$ cat src/rtl/ram_copy_dma.sv
// rtl/ram_copy_dma.sv - word-granular copy/fill DMA engine driving a dual-port RAM
// Port 1 is the read master (source), port 2 the write master (destination).
module ram_copy_dma #(
  parameter int RAM_SIZE = 8192,
  parameter int LEN_W    = 16,
  parameter int TIMEOUT  = 15
) (
  input  logic             clk_i,
  input  logic             rst_i,
  input  logic             start_i,
  input  logic             mode_i,
  input  logic [31:0]      src_addr_i,
  input  logic [31:0]      dst_addr_i,
  input  logic [LEN_W-1:0] len_i,
  input  logic [31:0]      pattern_i,
  input  logic             abort_i,
  output logic             busy_o,
  output logic             done_o,
  output logic [1:0]       err_o,
  output logic [LEN_W-1:0] words_o,
  output logic             req1_o,
  output logic             we1_o,
  output logic [3:0]       be1_o,
  output logic [31:0]      addr1_o,
  output logic [31:0]      wdata1_o,
  input  logic             rvalid1_i,
  input  logic [31:0]      rdata1_i,
  output logic             req2_o,
  output logic             we2_o,
  output logic [3:0]       be2_o,
  output logic [31:0]      addr2_o,
  output logic [31:0]      wdata2_o,
  input  logic             rvalid2_i,
  input  logic [31:0]      rdata2_i
);

  localparam int TMO_W = $clog2(TIMEOUT + 1);

  typedef enum logic [2:0] {
    S_IDLE, S_CHECK, S_RD, S_WT, S_WR, S_DONE
  } state_t;

  state_t           r_state;
  logic             r_mode;
  logic [31:0]      r_src;
  logic [31:0]      r_dst;
  logic [LEN_W-1:0] r_rem;
  logic [31:0]      r_pattern;
  logic             r_abort;
  logic [TMO_W-1:0] r_tmo;
  logic             r_busy;
  logic             r_done;
  logic [1:0]       r_err;
  logic [LEN_W-1:0] r_words;
  logic             r_req1;
  logic [31:0]      r_addr1;
  logic             r_req2;
  logic [31:0]      r_addr2;
  logic [31:0]      r_wdata2;

  // Range ends computed at 34 bits so a huge length or high base cannot wrap.
  logic [33:0] w_bytes;
  logic [33:0] w_src_end;
  logic [33:0] w_dst_end;
  logic        w_bad;
  logic        w_abort;
  logic        w_unused_port2;

  assign w_bytes   = 34'(r_rem) << 2;
  assign w_src_end = {2'b00, r_src} + w_bytes;
  assign w_dst_end = {2'b00, r_dst} + w_bytes;
  assign w_bad     = (r_rem == '0) || (r_src[1:0] != 2'b00) || (r_dst[1:0] != 2'b00) ||
                     (w_dst_end > 34'(RAM_SIZE)) || (!r_mode && (w_src_end > 34'(RAM_SIZE)));
  assign w_abort   = r_abort | abort_i;
  assign w_unused_port2 = ^{rvalid2_i, rdata2_i};

  always_ff @(posedge clk_i) begin
    if (rst_i) begin
      r_state   <= S_IDLE;
      r_mode    <= 1'b0;
      r_src     <= '0;
      r_dst     <= '0;
      r_rem     <= '0;
      r_pattern <= '0;
      r_abort   <= 1'b0;
      r_tmo     <= '0;
      r_busy    <= 1'b0;
      r_done    <= 1'b0;
      r_err     <= 2'd0;
      r_words   <= '0;
      r_req1    <= 1'b0;
      r_addr1   <= '0;
      r_req2    <= 1'b0;
      r_addr2   <= '0;
      r_wdata2  <= '0;
    end else begin
      r_done <= 1'b0;
      r_req1 <= 1'b0;
      r_req2 <= 1'b0;
      if (abort_i && r_state != S_IDLE) r_abort <= 1'b1;

      case (r_state)
        S_IDLE: begin
          if (start_i) begin
            r_mode    <= mode_i;
            r_src     <= src_addr_i;
            r_dst     <= dst_addr_i;
            r_rem     <= len_i;
            r_pattern <= pattern_i;
            r_abort   <= 1'b0;
            r_words   <= '0;
            r_err     <= 2'd0;
            r_busy    <= 1'b1;
            r_state   <= S_CHECK;
          end
        end
        S_CHECK: begin
          if (w_bad) begin
            r_err   <= 2'd1;
            r_busy  <= 1'b0;
            r_done  <= 1'b1;
            r_state <= S_DONE;
          end else if (r_mode) begin
            r_req2   <= 1'b1;
            r_addr2  <= r_dst;
            r_wdata2 <= r_pattern;
            r_state  <= S_WR;
          end else begin
            r_req1  <= 1'b1;
            r_addr1 <= r_src;
            r_state <= S_RD;
          end
        end
        S_RD: begin
          r_tmo   <= '0;
          r_state <= S_WT;
        end
        S_WT: begin
          // The write-data register doubles as the read buffer.
          if (rvalid1_i) begin
            r_req2   <= 1'b1;
            r_addr2  <= r_dst;
            r_wdata2 <= rdata1_i;
            r_state  <= S_WR;
          end else if (r_tmo == TMO_W'(TIMEOUT - 1)) begin
            r_err   <= 2'd2;
            r_busy  <= 1'b0;
            r_done  <= 1'b1;
            r_state <= S_DONE;
          end else begin
            r_tmo <= r_tmo + TMO_W'(1);
          end
        end
        S_WR: begin
          r_words <= r_words + LEN_W'(1);
          r_src   <= r_src + 32'd4;
          r_dst   <= r_dst + 32'd4;
          r_rem   <= r_rem - LEN_W'(1);
          if (r_rem == LEN_W'(1) || w_abort) begin
            r_err   <= (r_rem == LEN_W'(1)) ? 2'd0 : 2'd3;
            r_busy  <= 1'b0;
            r_done  <= 1'b1;
            r_state <= S_DONE;
          end else if (r_mode) begin
            r_req2   <= 1'b1;
            r_addr2  <= r_dst + 32'd4;
            r_wdata2 <= r_pattern;
          end else begin
            r_req1  <= 1'b1;
            r_addr1 <= r_src + 32'd4;
            r_state <= S_RD;
          end
        end
        S_DONE: begin
          r_state <= S_IDLE;
        end
        default: r_state <= S_IDLE;
      endcase
    end
  end

  assign busy_o   = r_busy;
  assign done_o   = r_done;
  assign err_o    = r_err;
  assign words_o  = r_words;
  assign req1_o   = r_req1;
  assign we1_o    = 1'b0;
  assign be1_o    = 4'b1111;
  assign addr1_o  = r_addr1;
  assign wdata1_o = 32'd0;
  assign req2_o   = r_req2;
  assign we2_o    = r_req2;
  assign be2_o    = 4'b1111;
  assign addr2_o  = r_addr2;
  assign wdata2_o = r_wdata2;

endmodule

$ cat config.mk
export PLATFORM = sky130hd
export DESIGN_NAME = ram_copy_dma
export DESIGN_NICKNAME = d
export VERILOG_FILES = /design/src/rtl/ram_copy_dma.sv
export SDC_FILE = /design/constraint.sdc
export NUM_CORES = 1
export LEC_CHECK = 0
export CORE_ASPECT_RATIO = 1.5
export CORE_UTILIZATION = 50
export CTS_CLUSTER_SIZE = 12
export DETAILED_ROUTE_END_ITERATION = 8
export GPL_TIMING_DRIVEN = 1
export PLACE_DENSITY = 0.92
export SLEW_MARGIN = 20
export SYNTH_ARGS = -nofsm -noshare
export SYNTH_HDL_FRONTEND = slang
export SYNTH_SLANG_ARGS = --single-unit
$ cat constraint.sdc
create_clock -name clk_i -period 9.4 [get_ports clk_i]
set_input_delay 1.41 -clock clk_i [delete_from_list [all_inputs] [get_ports clk_i]]
set_output_delay 1.41 -clock clk_i [all_outputs]
set_load 0.01 [all_outputs]
==> impl_metrics.py <==
metrics = {
    "global_route": {
        "grt_overflow": 0,
        "grt_pass1_wl_um": 79200,
        "grt_pass1_vias": 15000,
        "antenna_found_initial": 0,
        "grt_max_degree": 100,
        "grt.total_usage_pct": 32.8,
    },
    "routing": {
        "first_pass_iters": 6,
        "route.vias.total": 16000,
        "wire_per_inst_um": 20.7,
        "wl_um": 51500,
        "drt-initial-drc-count": 1331,
        "vias_per_cell": 6.41,
        "ant_nets": 0,
        "drc_errors": 0,
    },
    "logic_synthesis": {
        "ys_seq_elements": 239,
        "synthesis.instances": 1932,
        "yosysSeqAreaShare_pct": 32.0,
        "ys_types": 78,
        "synth-async-reset-ratio_pct": 0,
        "syn_area_mm2": 0.0149,
        "synth_edf_count": 0,
        "postSynthAreaPerCell_um2": 7.73,
        "yosys_warnings": 0,
        "ys.flop_type": "dfxtp_1",
    },
    "clock_network": {
        "cts-hold-fix-buffers": 0,
        "htreeDepth": 1,
        "clock-sinks": 239,
        "post-cts-setup-buffers": 0,
        "cts_tree": "done",
        "cts-root-buf": "clkbuf_16",
        "clk_latency_ns": 0.55,
        "cts-resized-gates": 0,
        "clk_pin_slew_ns": 0.06,
        "cts_buffers": 26,
        "cts_max_path_buffers": 3,
    },
    "timing": {
        "final.setup.worst_slack_ns": 4.26,
        "slew-limit-headroom_pct": 25.7,
        "clock_skew_ns": 0.0136,
        "final_max_slew_viol_count": 0,
        "worst_pin_slew_ns": 1.11,
        "fin_setup_tns_ns": 0,
        "rsz0062_at_grt": "no",
        "fin_crit_sh_pct": 54.7,
        "period_needed_ns": 5.14,
        "hold_viol_final": 0,
        "max_clock_freq_ghz": 0.194,
        "setup_violations": 0,
    },
    "critical_path": {
        "worstSetupPathType": "reg2reg",
        "start_kind": "flop",
        "reg2reg_depth": 12,
        "critPathCaptureType": "flop",
        "r2r_slack_ns": 4.26,
        "cp_data_arrival_time_ns": 5.53,
        "worstPathMaxFanout": 18,
        "crit_required_ns": 9.79,
    },
    "placed_design": {
        "hpwl_um": 36700,
        "dp_slack_ns": 4.28,
        "port-buffer-count": 268,
        "gp_congestion": 0.994,
    },
    "die": {
        "ios": 343,
        "initial_utilization_pct": 50.7,
        "die_y_um": 214,
        "die_area_mm2": 0.0306,
        "coreArea_mm2": 0.0295,
        "row_count": 77,
        "die_width_um": 143,
    },
    "run": {
        "maxCapViolCount": 0,
    },
    "finish": {
        "finalNetCount": 2305,
        "area_growth_pct": 21.9,
        "drive_gt1_share_pct": 4.72,
        "final_common_cell": "clkdlybuf4s50_1",
        "final_cell_mix": "267 x clkdlybuf4s50_1, 239 x dfxtp_1, 227 x a21oi_1",
    },
    "power": {
        "power_density_mw_per_mm2": 145,
        "pwr-share-clk_pct": 37.3,
        "peakVddDrop_v": 0.000105,
        "swShare_pct": 30.9,
        "pwr-share-seq_pct": 43.2,
        "intPower_uw": 1830,
        "share_comb_of_total_power_pct": 19.5,
        "p_leak_uw": 0.00619,
        "p_switching_uw": 818,
    },
    "run_status": {
        "status": "completed",
    },
    "min_path": {
        "whs_path_depth": 2,
        "worst_hold_path_type": "reg2reg",
    },
}
Yosys cell counts, types with 5 or more instances:
master     count  area (µm²)
or3_1         11        68.8
mux2i_1       44         440
inv_1         30         113
o22a_1         6        52.6
and3_1        26         163
o31ai_1       21         158
o41ai_2       10         163
and2_1         8        50.1
buf_6          9         101
a211oi_1      14         105
nor2_1       194         728
or4_1          6        45.0
o21bai_1       5        37.5
nor3_1        59         295
a2111oi_0     15         131
a21o_1         8        60.1
a221oi_1      25         219
a21oi_1      227        1140
o32a_1        18         180
nand2b_1      11        68.8
buf_1         13        48.8
nor3b_1       20         150
nand2_1      205         769
or2_2         18         113
buf_4         42         315
clkbuf_1     127         477
buf_2         10        50.1
a311o_1        5        50.1
o211ai_1      19         143
nand3_1       62         310
nor4_1        18         113
nand4_1       44         275
ha_1          39         488
a311oi_1      67         587
o21a_1        19         143
a31oi_1       13        81.3
xor2_1        37         324
xnor2_1       36         315
nand3b_1       6        45.0
dfxtp_1      239        4780
o21ai_0       71         355
o41ai_1        8        70.1
and4_1         6        52.6
routing by layer:
| layer | vias up | track usage (%) | routed length (µm) |
|---|---|---|---|
| met3 | 228 | 4.40 | 3540 |
| met2 | 853 | 58.6 | 25900 |
| met4 | 0 | 23.0 | 3630 |
| met1 | 7522 | 35.5 | 18500 |
| li1 | 7361 | - | - |
| met5 | - | 0 | 0 |
kinds of logic (layout without fill, tap and decap cells):
| kind of cell | count (synthesis) | after routing | synth area share, % |
|---|---|---|---|
| and+or+nand+nor | 708 | 708 | 22.6 |
| AOI/OAI and AO/OA | 589 | 589 | 26.9 |
| muxes | 46 | 46 | 3.10 |
| buffers and inverters | 234 | 359 | 7.49 |
| DFF | 239 | 239 | 32.0 |
| other | 2 | 42 | 0.0503 |
| adders and majority gates | 41 | 41 | 3.53 |
| xor gates and xnor gates | 73 | 73 | 4.28 |
per-stage QoR:
step | instances | util, % | hold WS [ns] | instance area, µm² | total power [µW]
floorplan | 1971 | - | 0.436 | 15100 | 1480
global placement | 2448 | 59.1 | 0.441 | 17400 | 1650
detailed placement | 2448 | 59.1 | 0.450 | 17400 | 1660
CTS | 2491 | 61.8 | 0.459 | 18200 | 2640
global route | 2491 | 61.8 | 0.474 | 18200 | 2740
finish | 2492 | 61.8 | 0.460 | 18200 | 2640
worst max-delay path: stages, from the launching register on:
cell,delay [ns]
dfxtp_1,0.56
ha_1,0.37
a21oi_1,0.27
a2bb2oi_1,0.38
nor3_1,0.08
a2111oi_0,0.57
nand4_1,0.15
or4_1,0.53
or4_4,0.58
or3_1,0.39
buf_4,0.22
nor3_4,0.74
o41ai_1,0.13
area by class of cell:
cell class,count,area (µm²)
clock inverter,6,75.1
tap,395,494
antenna,1,2.50
inverter,31,116
fill,2516,11300
timing repair buffer,285,2810
sequential,239,4780
clock buffer,37,722
multi-input combinational,1498,9210
sequential cells by signal (all words and copies together) (netlist names), 4 cells and up:
signal and flops:
addr1_o 32, r_tmo 4, r_dst 32, r_rem 16
r_src 32, words_o 16, addr2_o 32, wdata2_o 32
r_pattern 32
power groups by stage:
stage                     logic, µW  clock network, µW  registers (µW)
after global placement          492                  0            1160
final                           516                985            1140
after detailed placement        503                  0            1160
after floorplan                 368                  0            1120
after CTS                       508                990            1140
after global routing            560               1030            1150
worst paths after layout:
check                        startpoint                          to
max              r_rem[14]$_SDFFE_PP0P_     addr1_o[1]$_SDFFE_PP0P_
min          r_pattern[14]$_SDFFE_PP0P_  r_pattern[14]$_SDFFE_PP0P_
min reg2reg  r_pattern[14]$_SDFFE_PP0P_  r_pattern[14]$_SDFFE_PP0P_
max reg2reg      r_rem[14]$_SDFFE_PP0P_     addr1_o[1]$_SDFFE_PP0P_
Power figures use the tool's default switching activity.
